### config.mk
export PLATFORM = sky130hd
export DESIGN_NAME = shared_adder_arb
export DESIGN_NICKNAME = d
export VERILOG_FILES = /design/src/rtl/shared_adder_arb.sv
export SDC_FILE = /design/constraint.sdc
export NUM_CORES = 1
export LEC_CHECK = 0
export BUFFER_PORTS_ARGS = -buffer_cell sky130_fd_sc_hd__buf_2
export CORE_MARGIN = 1
export CORE_UTILIZATION = 42
export CTS_BUF_LIST = sky130_fd_sc_hd__clkbuf_8
export DETAILED_ROUTE_END_ITERATION = 12
export PLACE_DENSITY = 0.75
export RECOVER_POWER = 100
export SLEW_MARGIN = 25
export SYNTH_ARGS = -nofsm -noshare
export SYNTH_HDL_FRONTEND = slang
export SYNTH_SLANG_ARGS = --single-unit
### constraint.sdc
create_clock -name clk -period 6 [get_ports clk]
set_clock_uncertainty 0.1 [all_clocks]
set_input_delay 0.6 -clock clk [delete_from_list [all_inputs] [get_ports clk]]
set_output_delay 0.6 -clock clk [all_outputs]
set_load 0.1 [all_outputs]
### src/rtl/shared_adder_arb.sv
// Round-robin share of one WIDTH-bit adder among NREQ requesters; grant T, add T+1, rsp_valid from T+2.
// Requests are refused outside IDLE; a result is held stable in RESP until rsp_ready is sampled high.
module shared_adder_arb #(
   parameter  int WIDTH = 16,
   parameter  int NREQ  = 4,
   localparam int IDW   = (NREQ > 2) ? $clog2(NREQ) : 1
) (
   input  logic                  clk,
   input  logic                  rst_n,
   input  logic [NREQ-1:0]       req_valid,
   output logic [NREQ-1:0]       req_ready,
   input  logic [NREQ*WIDTH-1:0] req_a,
   input  logic [NREQ*WIDTH-1:0] req_b,
   output logic                  rsp_valid,
   input  logic                  rsp_ready,
   output logic [IDW-1:0]        rsp_id,
   output logic [WIDTH-1:0]      rsp_sum,
   output logic                  rsp_carry,
   output logic                  busy
);

   typedef enum logic [1:0] {S_IDLE, S_ADD, S_RESP} state_t;

   state_t             state_q, state_d;
   logic [IDW-1:0]     ptr_q, ptr_d;
   logic [IDW-1:0]     id_q, id_d;
   logic [WIDTH-1:0]   op_a_q, op_a_d;
   logic [WIDTH-1:0]   op_b_q, op_b_d;
   logic [WIDTH-1:0]   sum_q, sum_d;
   logic               carry_q, carry_d;

   logic               grant_vld;
   logic [IDW-1:0]     grant_idx;
   logic [IDW:0]       cand;

   // First valid requester at or after ptr, wrapping past NREQ-1 back to 0.
   always_comb begin
      grant_vld = 1'b0;
      grant_idx = '0;
      cand      = '0;
      for (int k = 0; k < NREQ; k++) begin
         cand = {1'b0, ptr_q} + (IDW+1)'(k);
         if (cand >= (IDW+1)'(NREQ))
            cand = cand - (IDW+1)'(NREQ);
         if (!grant_vld && req_valid[cand[IDW-1:0]]) begin
            grant_vld = 1'b1;
            grant_idx = cand[IDW-1:0];
         end
      end
   end

   always_ff @(posedge clk or negedge rst_n) begin
      if (!rst_n) begin
         state_q <= S_IDLE;
         ptr_q   <= '0;
         id_q    <= '0;
         op_a_q  <= '0;
         op_b_q  <= '0;
         sum_q   <= '0;
         carry_q <= 1'b0;
      end else begin
         state_q <= state_d;
         ptr_q   <= ptr_d;
         id_q    <= id_d;
         op_a_q  <= op_a_d;
         op_b_q  <= op_b_d;
         sum_q   <= sum_d;
         carry_q <= carry_d;
      end
   end

   always_comb begin
      state_d = state_q;
      ptr_d   = ptr_q;
      id_d    = id_q;
      op_a_d  = op_a_q;
      op_b_d  = op_b_q;
      sum_d   = sum_q;
      carry_d = carry_q;
      case (state_q)
         S_IDLE: begin
            if (grant_vld) begin
               op_a_d  = req_a[grant_idx*WIDTH +: WIDTH];
               op_b_d  = req_b[grant_idx*WIDTH +: WIDTH];
               id_d    = grant_idx;
               state_d = S_ADD;
            end
         end
         S_ADD: begin
            {carry_d, sum_d} = {1'b0, op_a_q} + {1'b0, op_b_q};
            state_d          = S_RESP;
         end
         S_RESP: begin
            if (rsp_ready) begin
               // The requester just served drops to lowest priority.
               ptr_d   = (id_q == IDW'(NREQ-1)) ? '0 : id_q + 1'b1;
               state_d = S_IDLE;
            end
         end
         default: state_d = S_IDLE;
      endcase
   end

   always_comb begin
      req_ready = '0;
      if (rst_n && state_q == S_IDLE && grant_vld)
         req_ready[grant_idx] = 1'b1;
      rsp_valid = (state_q == S_RESP);
      busy      = (state_q != S_IDLE);
   end

   assign rsp_id    = id_q;
   assign rsp_sum   = sum_q;
   assign rsp_carry = carry_q;

endmodule
# [Word-level counts from Yosys, hierarchy flattened]
# Cells that the tools add are included.
[classes] addsub=9 order_cmp=10 eq_ne=5 shifts=2 muxes=27 n_reduce_logical=14
[op_table] cell="indexed part select 64 x 7 -> 16 bit" count=2
[op_table] cell="two-way mux 2 bit" count=11
[op_table] cell="adder 16 x 16 -> 17 bit" count=1
[op_table] cell="less-than comparator 2 x 3 -> 1 bit, second input constant" count=5
[op_table] cell="greater-or-equal comparator 3 bit, second input constant" count=3
[op_table] cell="two-way mux 1 bit" count=9
[op_table] cell="binary-select mux 1 bit (select 2 bit)" count=4
[op_table] cell="subtractor 2 x 1 -> 2 bit, second input constant" count=4
[op_table] cell="adder 2 x 2 -> 3 bit, second input constant" count=2
[op_table] cell="logical AND 1 bit" count=6
[op_table] cell="one-hot mux 2 bit (3 select lines)" count=1
[op_table] cell="AND reduction 2 bit" count=3
[op_table] cell="== test 2 bit, second input constant" count=2
[op_table] cell="two-way mux 4 bit" count=1
[op_table] cell="adder 2 x 1 -> 3 bit, second input constant" count=1
[op_table] cell="greater-or-equal comparator 2 x 3 -> 1 bit, second input constant" count=1
[op_table] cell="logical NOT 1 bit" count=3
[op_table] cell="adder 2 x 1 -> 2 bit, second input constant" count=1
[op_table] cell="demux 1 bit (select 2 bit)" count=1
[op_table] cell="== test 2 x 1 -> 1 bit, second input constant" count=1
[op_table] cell="greater-or-equal comparator 2 x 1 -> 1 bit, second input constant" count=1
[op_table] cell="logical NOT 2 bit" count=1
[op_table] cell="inequality test 2 x 1 -> 1 bit, second input constant" count=1
[op_table] cell="inequality test 2 bit, second input constant" count=1
[op_table] cell="nonzero test 2 bit" count=1
[word_totals] reg_bits=55 in_bits=135 output_inout_bits=25 wordCells=74

# [Logic depth before layout (Yosys ltp)]
# Gate-level depths: netlist of run 1.
[logic_depth] ltp_word=19 mapped_depth=8 mapped_depth_nobuf=7

# [Worst setup path after synthesis of run 1]
# Ideal clock, no wire load.
[synth_timing] path_type="input -> output" start="in req_valid[0]" end="out req_ready[1]" arrival_ps=3492 t_required_ps=5300 path_slack_ps=1808 stages=5 n_path_buf=1 path_cell_list="nor2b_1 nor4_4 nor2_4 buf_6 nor3_1"
[synth_between] elab_chain_cells=17 word_cells_on_any_way=29 cone_classes="order compare: 2; mux: 19; reduce/logical: 8"
[synth_rtl] item="from (decl)" line_no="10" text="input logic [NREQ-1:0] req_valid,"
[synth_rtl] item="binary-select mux 1 bit (select 2 bit)" line_no="45" text="if (!grant_vld && req_valid[cand[IDW-1:0]]) begin"
[synth_rtl] item="two-way mux 1 bit (implied by the code)" line_no="45"
[synth_rtl] item="two-way mux 1 bit" line_no="45"
[synth_rtl] item="logical NOT 1 bit" line_no="45"
[synth_rtl] item="logical AND 1 bit" line_no="45"
[synth_rtl] item="two-way mux 1 bit" line_no="45"
[synth_rtl] item="logical NOT 1 bit" line_no="45"
[synth_rtl] item="logical AND 1 bit" line_no="45"
[synth_rtl] item="two-way mux 1 bit" line_no="45"
[synth_rtl] item="logical NOT 1 bit" line_no="45"
[synth_rtl] item="logical AND 1 bit" line_no="45"
[synth_rtl] item="two-way mux 2 bit" line_no="45"
[synth_rtl] item="less-than comparator 2 x 3 -> 1 bit (implied by the code) / greater-or-equal comparator 2 x 1 -> 1 bit (equally long branches)" line_no="107" text="req_ready[grant_idx] = 1'b1;"
[synth_rtl] item="logical AND 1 bit (implied by the code)" line_no="107"
[synth_rtl] item="two-way mux 1 bit (implied by the code)" line_no="107"
[synth_rtl] item="demux 1 bit (select 2 bit)" line_no="107"
[synth_rtl] item="two-way mux 4 bit *" line_no="106" text="if (rst_n && state_q == S_IDLE && grant_vld)"
[synth_rtl] item="to (decl)" line_no="11" text="output logic [NREQ-1:0] req_ready,"
# Mark *: on every way between the ends. The rest lies on a longest branch, timed or not. The select of a mux whose other input is x is not followed.

# [Worst setup path after layout of run 1]
[layout_timing] start="in rst_n" end="out req_ready[3]"
[layout_between] elab_chain_cells=3
[layout_rtl] item="from (decl)" line_no="9" text="input logic rst_n,"
[layout_rtl] item="logical AND 1 bit (2 in a row)" line_no="106"
[layout_rtl] item="two-way mux 4 bit" line_no="106"
# No other way between the ends.

==> results.py, run 1 <==
metrics = {
    "global_routing": {
        "grt_usage_pct": 25.8,
        "antenna_found_initial": 0,
        "grt_first_pass_wirelength_um": 19600,
        "grt_start_max_net_pins": 38,
        "grt.overflow.total": 0,
        "grt_pass1_vias": 3882,
    },
    "synth": {
        "netlist_instances": 421,
        "synth_cell_types": 48,
        "ys_warn_count": 0,
        "yosys-top-cells-area": "dfrtp_1 (35%), a221o_1 (8.1%), mux2_4 (7.6%)",
        "async_flop_share_pct": 100,
        "synth-seq-cells": 55,
        "netlist_area_um2": 3930,
        "yosysTopAreaCell": "dfrtp_1",
        "yosysTopAreaCellShare_pct": 35.0,
        "ys_seq_area_share_pct": 35.0,
        "synth_edf_count": 0,
        "syn-mean-instance-area_um2": 9.34,
        "ys.flop_type": "dfrtp_1",
        "syn_nets": 574,
    },
    "setup_path": {
        "path_cells": "clkbuf_1 > buf_4 > nand2_1 > nor3_1 > clkbuf_1",
        "crit_cells": 5,
        "critPathMaxStageDelay_ps": 1060,
        "critPathSlowestCell": "clkbuf_1",
        "path_delay_family": "buffers and inverters",
        "worstPathBufferInverterCount": 3,
        "cp_common_cell": "clkbuf_1",
        "end_kind": "output port",
        "crit_required_ps": 5300,
        "arrival_ps": 3410,
        "r2r_start": "state_q[1]",
        "worst-r2r-cell-count": 5,
        "cp-start-kind": "input port",
        "crit_type": "input port to output port",
        "r2r_slack_ps": 2850,
        "r2r_end": "op_a_q[14]",
        "crit_path_max_fanout": 29,
    },
    "power": {
        "p_leak_nw": 2.32,
        "powerDensity_nw_per_um2": 628,
        "irDropWorstVdd_v": 0.000228,
    },
    "min_path": {
        "hold_end": "rsp_sum[5]",
        "min-delay-start": "rsp_sum[5]",
        "hold_depth": 2,
        "min_path_type": "register to register",
    },
    "place": {
        "dp.cells": 662,
        "port_buffers": 159,
        "place_congestion": 0.899,
        "place.detailed.hpwl_um": 9560,
    },
    "routing": {
        "drc_errors": 0,
        "num_vias": 3916,
        "routed_wl_um": 12200,
        "viasPerCell": 5.85,
        "firstDrtPassIters": 5,
        "drt_iter0_markers": 180,
        "routedWlPerCell_um": 18.2,
        "ant_nets": 0,
    },
    "clock_tree": {
        "clock_latency_ps": 310,
        "cts_resized": 0,
        "clk_pin_slew_worst_paths_ps": 100,
        "cts_max_level": 2,
        "tritoncts.num_buffers": 5,
        "cts_buffer_depth": 2,
        "cts_tree": "built",
        "clock-root-buffer": "clkbuf_8",
        "cts_setup_buffers": 0,
        "clkSinkCount": 55,
        "hold_buffers": 0,
    },
    "sta": {
        "rsz0062_at_grt": "no",
        "tightest_slew_ps": 1510,
        "setup_viol": 0,
        "setup-tns-final_ps": 0,
        "max_freq_ghz": 0.244,
        "period_minus_slack_ps": 4110,
        "slew_viol_final": 62,
        "max-slew-margin-rel_pct": -0.402,
        "finalHoldViolCount": 0,
        "period_share_pct": 68.4,
    },
    "die": {
        "die_x_um": 98.8,
        "core_area_um2": 8890,
        "start_util_pct": 44.2,
        "die_h_um": 98.8,
        "io_pins": 160,
        "die-area_um2": 9760,
        "rows": 34,
    },
    "finish": {
        "diodes": 0,
        "syn2layout_area_growth_pct": 23.2,
        "drive_gt1_share_pct": 32.3,
        "final_nets": 714,
        "fin_cells": 669,
    },
    "outcome": {
        "status": "finished with violations",
        "violations": "capacitance limit, slew limit",
    },
    "job": {
        "cap_violations": 2,
    },
}
[routing by layer]
| layer | vias to the layer above | part of all wire, % | track usage [%] |
|---|---|---|---|
| met1 | 1859 | 42 | 33.0 |
| met2 | 155 | 49 | 45.1 |
| li1 | 1886 | - | - |
| met4 | 0 | 1.6 | 5.97 |
| met3 | 16 | 6.5 | 4.68 |
| met5 | - | 0 | 0 |
[cell families (layout without fill, tap and decap cells)]
group	count (synthesis)	count (layout)	share of synthesized area (%)
AO/OA/AOI/OAI	158	158	26.8
XOR/XNOR	11	11	2.45
adder cells (fa/ha/maj)	18	18	5.92
buffers and inverters	38	178	4.42
flip-flops	55	55	35.0
multiplexers	33	33	11.4
AND/OR/NAND/NOR	108	108	14.0
[Yosys cell counts, types with 2 or more instances]
cell type  number
o21ai_0        45
nor2b_1         4
and3_1          3
dfrtp_1        55
clkbuf_1       23
mux2_4         20
buf_2           7
a21o_1          7
mux2_1          5
inv_1           5
or4_1           2
nor3_1          5
nand3_1        38
nor2_1          9
a211oi_1        3
a21oi_1        47
o21a_1          4
a221o_1        32
nand2b_1        4
mux2_2          8
xnor2_1         7
o211ai_1        2
nand4_1         3
a211o_1         2
buf_6           3
nand2_1        31
xor2_1          4
and2_1          2
ha_1           17
o31ai_1         4
a311oi_1        3
[state kept, by name, summed over array words and instances (netlist names)]
name	cells
state_q	2
ptr_q	2
op_a_q	16
rsp_id	2
op_b_q	16
rsp_sum	16
rsp_carry	1
[worst max-delay path by stage]
| stage | from | end | slack, ps |
|---|---|---|---|
| final | rst_n | req_ready[3] | 1890 |
| after global routing | rst_n | req_ready[2] | 1560 |
| after CTS | req_valid[3] | req_ready[2] | 2530 |
| after detailed placement | req_valid[3] | op_b_q[6] | 2520 |
| after global placement | req_valid[3] | req_ready[0] | 2500 |
| after floorplan | req_valid[0] | req_ready[1] | 1810 |
[power breakdown]
part | switching, mW | total [mW] | internal, mW
clock | 0.126 | 0.249 | 0.122
combinational | 1.40 | 2.09 | 0.697
sequential | 0.144 | 0.701 | 0.557
total | 1.67 | 3.04 | 1.38
[area by class of cell]
class | instances | area (um2)
fillers | 868 | 4050
multi-input cells | 328 | 2400
flip-flops and latches | 55 | 1380
repair buffers | 166 | 807
well taps | 108 | 135
clock buffers | 5 | 68.8
clock inverters | 2 | 37.5
inverters | 5 | 18.8
[metrics by stage]
stage	utilization, %	power, mW	hold slack, ps	worst slack, ps	area, um2
detailed placement	53.8	2.81	362	2520	4780
global placement	53.7	2.76	355	2500	4780
finish	54.5	3.04	384	1890	4850
CTS	55.0	3.06	213	2530	4890
global route	54.5	3.27	393	1560	4850
floorplan	-	2.38	204	1810	3930
[layout by cell type (no fill, tap or decap), drive strengths merged, types with 2 or more instances in the layout]
cell    synthesis  layout
or4             2       2
o31ai           4       4
inv             5       5
nor3            5       5
mux2           33      33
nor2           10      10
a21o            7       7
a211oi          3       3
nand4           3       3
ha             17      17
a221o          32      32
nand2          31      31
and2            2       2
nor2b           4       4
o21a            4       4
o211ai          2       2
a311oi          3       3
nand2b          4       4
clkbuf         23      34
and3            3       3
nand3          38      38
dfrtp          55      55
xor2            4       4
a211o           2       2
a21oi          47      47
xnor2           7       7
buf            10     137
o21ai          45      45
[worst reg2reg max path, cell delays in order (launching register included)]
cell	delay, ps
dfrtp_1	420
or2_2	330
a21o_1	590
nor2_2	210
clkbuf_1	1110
a221o_1	330
Power figures use the tool's default switching activity.
==> inputs of run 2 (changes only) <==
--- a/config.mk
+++ b/config.mk
@@ -5,12 +5,13 @@
 export SDC_FILE = /design/constraint.sdc
 export NUM_CORES = 1
 export LEC_CHECK = 0
+export ABC_AREA = 1
 export BUFFER_PORTS_ARGS = -buffer_cell sky130_fd_sc_hd__buf_2
 export CORE_MARGIN = 1
 export CORE_UTILIZATION = 42
 export CTS_BUF_LIST = sky130_fd_sc_hd__clkbuf_8
 export DETAILED_ROUTE_END_ITERATION = 12
-export PLACE_DENSITY = 0.75
+export PLACE_DENSITY = 0.76
 export RECOVER_POWER = 100
 export SLEW_MARGIN = 25
 export SYNTH_ARGS = -nofsm -noshare
==> constraint.sdc (replaced) <==
create_clock -name clk -period 3.3 [get_ports clk]
set_clock_uncertainty 0.1 [all_clocks]
set_input_delay 0.33 -clock clk [delete_from_list [all_inputs] [get_ports clk]]
set_output_delay 0.33 -clock clk [all_outputs]
set_load 0.1 [all_outputs]
==> run 2 against run 1 <==
Against the previous run:
- the run now ends clean
- cell count grew 51%
- synthesized cell count increased by 75%
- setup slack worse by 1600 ps
- clock-buffer cell count increased by 1
- largest cell class unchanged
- utilization fell by 2.0 points
- critical path type is now register to output port
- die area is 13% higher
- sequential share of layout area decreased by 3.0 points
- critical path depth is 5 higher
- critical endpoint is now req_ready[2]
==> results.py, run 2 <==
metrics = {
    "synth": {
        "ys_seq_area_share_pct": 30.8,
        "synth_commonest_cells": "nand2_1 (421), nand3_1 (82), dfrtp_1 (55)",
        "netlist_area_um2": 4470,
        "syn_nets": 889,
        "yosys-top-cells-area": "nand2_1 (35%), dfrtp_1 (31%), nand3_1 (9.2%)",
        "synth-seq-cells": 55,
        "syn-mean-instance-area_um2": 6.08,
        "synth_most_common_cell": "nand2_1",
        "synth_edf_count": 0,
        "ys.flop_type": "dfrtp_1",
        "synth_cell_types": 31,
        "ys_warn_count": 0,
        "netlist_instances": 736,
        "async_flop_share_pct": 100,
        "yosysTopAreaCell": "nand2_1",
        "yosysTopAreaCellShare_pct": 35.3,
    },
    "clock_tree": {
        "cts_max_level": 2,
        "cts_tree": "built",
        "cts_buffer_depth": 2,
        "clock-root-buffer": "clkbuf_8",
        "hold_buffers": 0,
        "cts_resized": 0,
        "clkSinkCount": 55,
        "cts_setup_buffers": 0,
        "clk_pin_slew_worst_paths_ps": 100,
        "tritoncts.num_buffers": 5,
        "clock_latency_ps": 320,
    },
    "setup_path": {
        "critPathMaxStageDelay_ps": 590,
        "worstPathBufferInverterCount": 3,
        "crit_path_max_fanout": 12,
        "cp-endpoint": "req_ready[2]",
        "r2r_slack_ps": 520,
        "r2r_end": "op_a_q[5]",
        "path_delay_family": "simple AND/OR/NAND/NOR gates",
        "path_cells": "inv_1 > nand2_1 > nand2_2 > o21ai_1 > nand3b_1 > nand2_1 > inv_2 > nand2_1 > nor3_1 > buf_12",
        "crit_type": "register to output port",
        "worst-r2r-cell-count": 13,
        "arrival_ps": 2530,
        "cp_common_cell": "nand2_1",
        "r2r_start": "ptr_q[0]",
        "crit_required_ps": 2870,
        "end_kind": "output port",
        "cp-start-kind": "register",
        "crit_start": "ptr_q[0]",
        "crit_cells": 10,
        "critPathSlowestCell": "dfrtp_1",
    },
    "die": {
        "io_pins": 160,
        "die_x_um": 105,
        "start_util_pct": 43.3,
        "core_area_um2": 10300,
        "die_h_um": 105,
        "rows": 37,
        "die-area_um2": 11100,
    },
    "sta": {
        "tightest_slew_ps": 1350,
        "rsz0062_at_grt": "no",
        "period_minus_slack_ps": 2960,
        "finalHoldViolCount": 0,
        "setup_viol": 0,
        "max-slew-margin-rel_pct": 9.95,
        "period_share_pct": 89.8,
        "slew_viol_final": 0,
        "max_freq_ghz": 0.338,
    },
    "finish": {
        "final_nets": 1027,
        "fillers": 1095,
        "final_cell_mix": "nand2_1 (421), buf_2 (133), nand3_1 (82), dfrtp_1 (55), inv_1 (29)",
        "utilization_pct": 52.5,
        "drive_gt1_share_pct": 19.3,
        "fin_cells": 1011,
        "diodes": 0,
        "mostFrequentLayoutCell": "nand2_1",
        "syn2layout_area_growth_pct": 21.1,
    },
    "routing": {
        "ant_nets": 0,
        "drc_errors": 0,
        "firstDrtPassIters": 5,
        "routedWlPerCell_um": 12.7,
        "routed_wl_um": 12800,
        "drt_iter0_markers": 293,
        "viasPerCell": 4.87,
        "num_vias": 4921,
    },
    "min_path": {
        "hold_depth": 2,
        "min_path_type": "input port to register",
    },
    "global_routing": {
        "grt.overflow.total": 0,
        "grt_first_pass_wirelength_um": 21400,
        "antenna_found_initial": 0,
        "grt_pass1_vias": 4536,
        "grt_usage_pct": 23.9,
        "grt_start_max_net_pins": 65,
    },
    "place": {
        "place_congestion": 0.859,
        "dp.cells": 1003,
        "port_buffers": 159,
        "place.detailed.hpwl_um": 9870,
    },
    "outcome": {
        "status": "completed",
    },
    "job": {
        "cap_violations": 0,
    },
}
==> run 2: cell count changes in the layout (fill, tap and decap cells not counted), moves of 24 or more <==
cell,previous run,this run
nand2_1,31,421
a21oi_1,47,13
o21ai_0,45,16
a221o_1,32,0
nand3_1,38,82
inv_1,5,29
==> run 2: metal layers <==
layer	routed length [um]	track usage, %	vias up
met4	118	5.03	0
met5	0	0	-
met3	709	2.41	10
met1	6280	34.8	2157
li1	-	-	2593
met2	5700	38.4	161
==> run 2: final cells by class <==
class	count	area [um2]	area share, %
multi-input cells	610	2730	50.3
flip-flops and latches	55	1380	25.4
repair buffers	168	897	16.6
well taps	136	170	3.14
inverters	34	128	2.35
clock buffers	6	82.6	1.52
clock inverters	2	38.8	0.716
==> run 2: logic make-up (layout without fill, tap and decap cells) <==
logic type                 count (synthesis)  count (layout)  share of synthesized area (%)
buffers and inverters                     71             210                           8.28
xor gates and xnor gates                   5               5                          0.979
adders and majority gates                 18              18                           5.20
and+or+nand+nor                          543             543                           49.2
DFF                                       55              55                           30.8
AOI/OAI and AO/OA                         44              44                           5.62
==> run 2: worst min path at each step <==
stage | from | to
global route | rsp_ready | state_q[1]
finish | rsp_ready | state_q[1]
floorplan | rst_n | op_a_q[0]
detailed placement | rsp_sum[0] | rsp_sum[0]
CTS | rst_n | rsp_sum[0]
global placement | rsp_sum[1] | rsp_sum[1]
==> run 2: worst reg2reg max path: stages, from the launching register on <==
cell and delay, ps:
dfrtp_1 590, inv_1 220, nand2_1 120, nand2_2 80
o21ai_1 250, nand3_2 90, nand2_1 110, clkbuf_4 550
nand3_1 200, nand2_1 110, nand2_1 60, nand2_1 90
nand2_1 60, nand2_1 90
==> run 2: stage by stage <==
stage | cell area, um2 | TNS (ps) | worst slack [ps] | hold slack, ps
5_1_grt | 5420 | 0 | 146 | 125
6_report | 5420 | 0 | 337 | 114
3_3_place_gp | 5340 | 0 | 819 | 357
2_1_floorplan | 4470 | -2410 | -614 | -65.6
4_1_cts | 5460 | 0 | 427 | 97.9
3_5_place_dp | 5340 | 0 | 789 | 359
Power of run 2 is not shown: default switching activity piles up to over one toggle a cycle in this logic, so the estimate is an artifact.
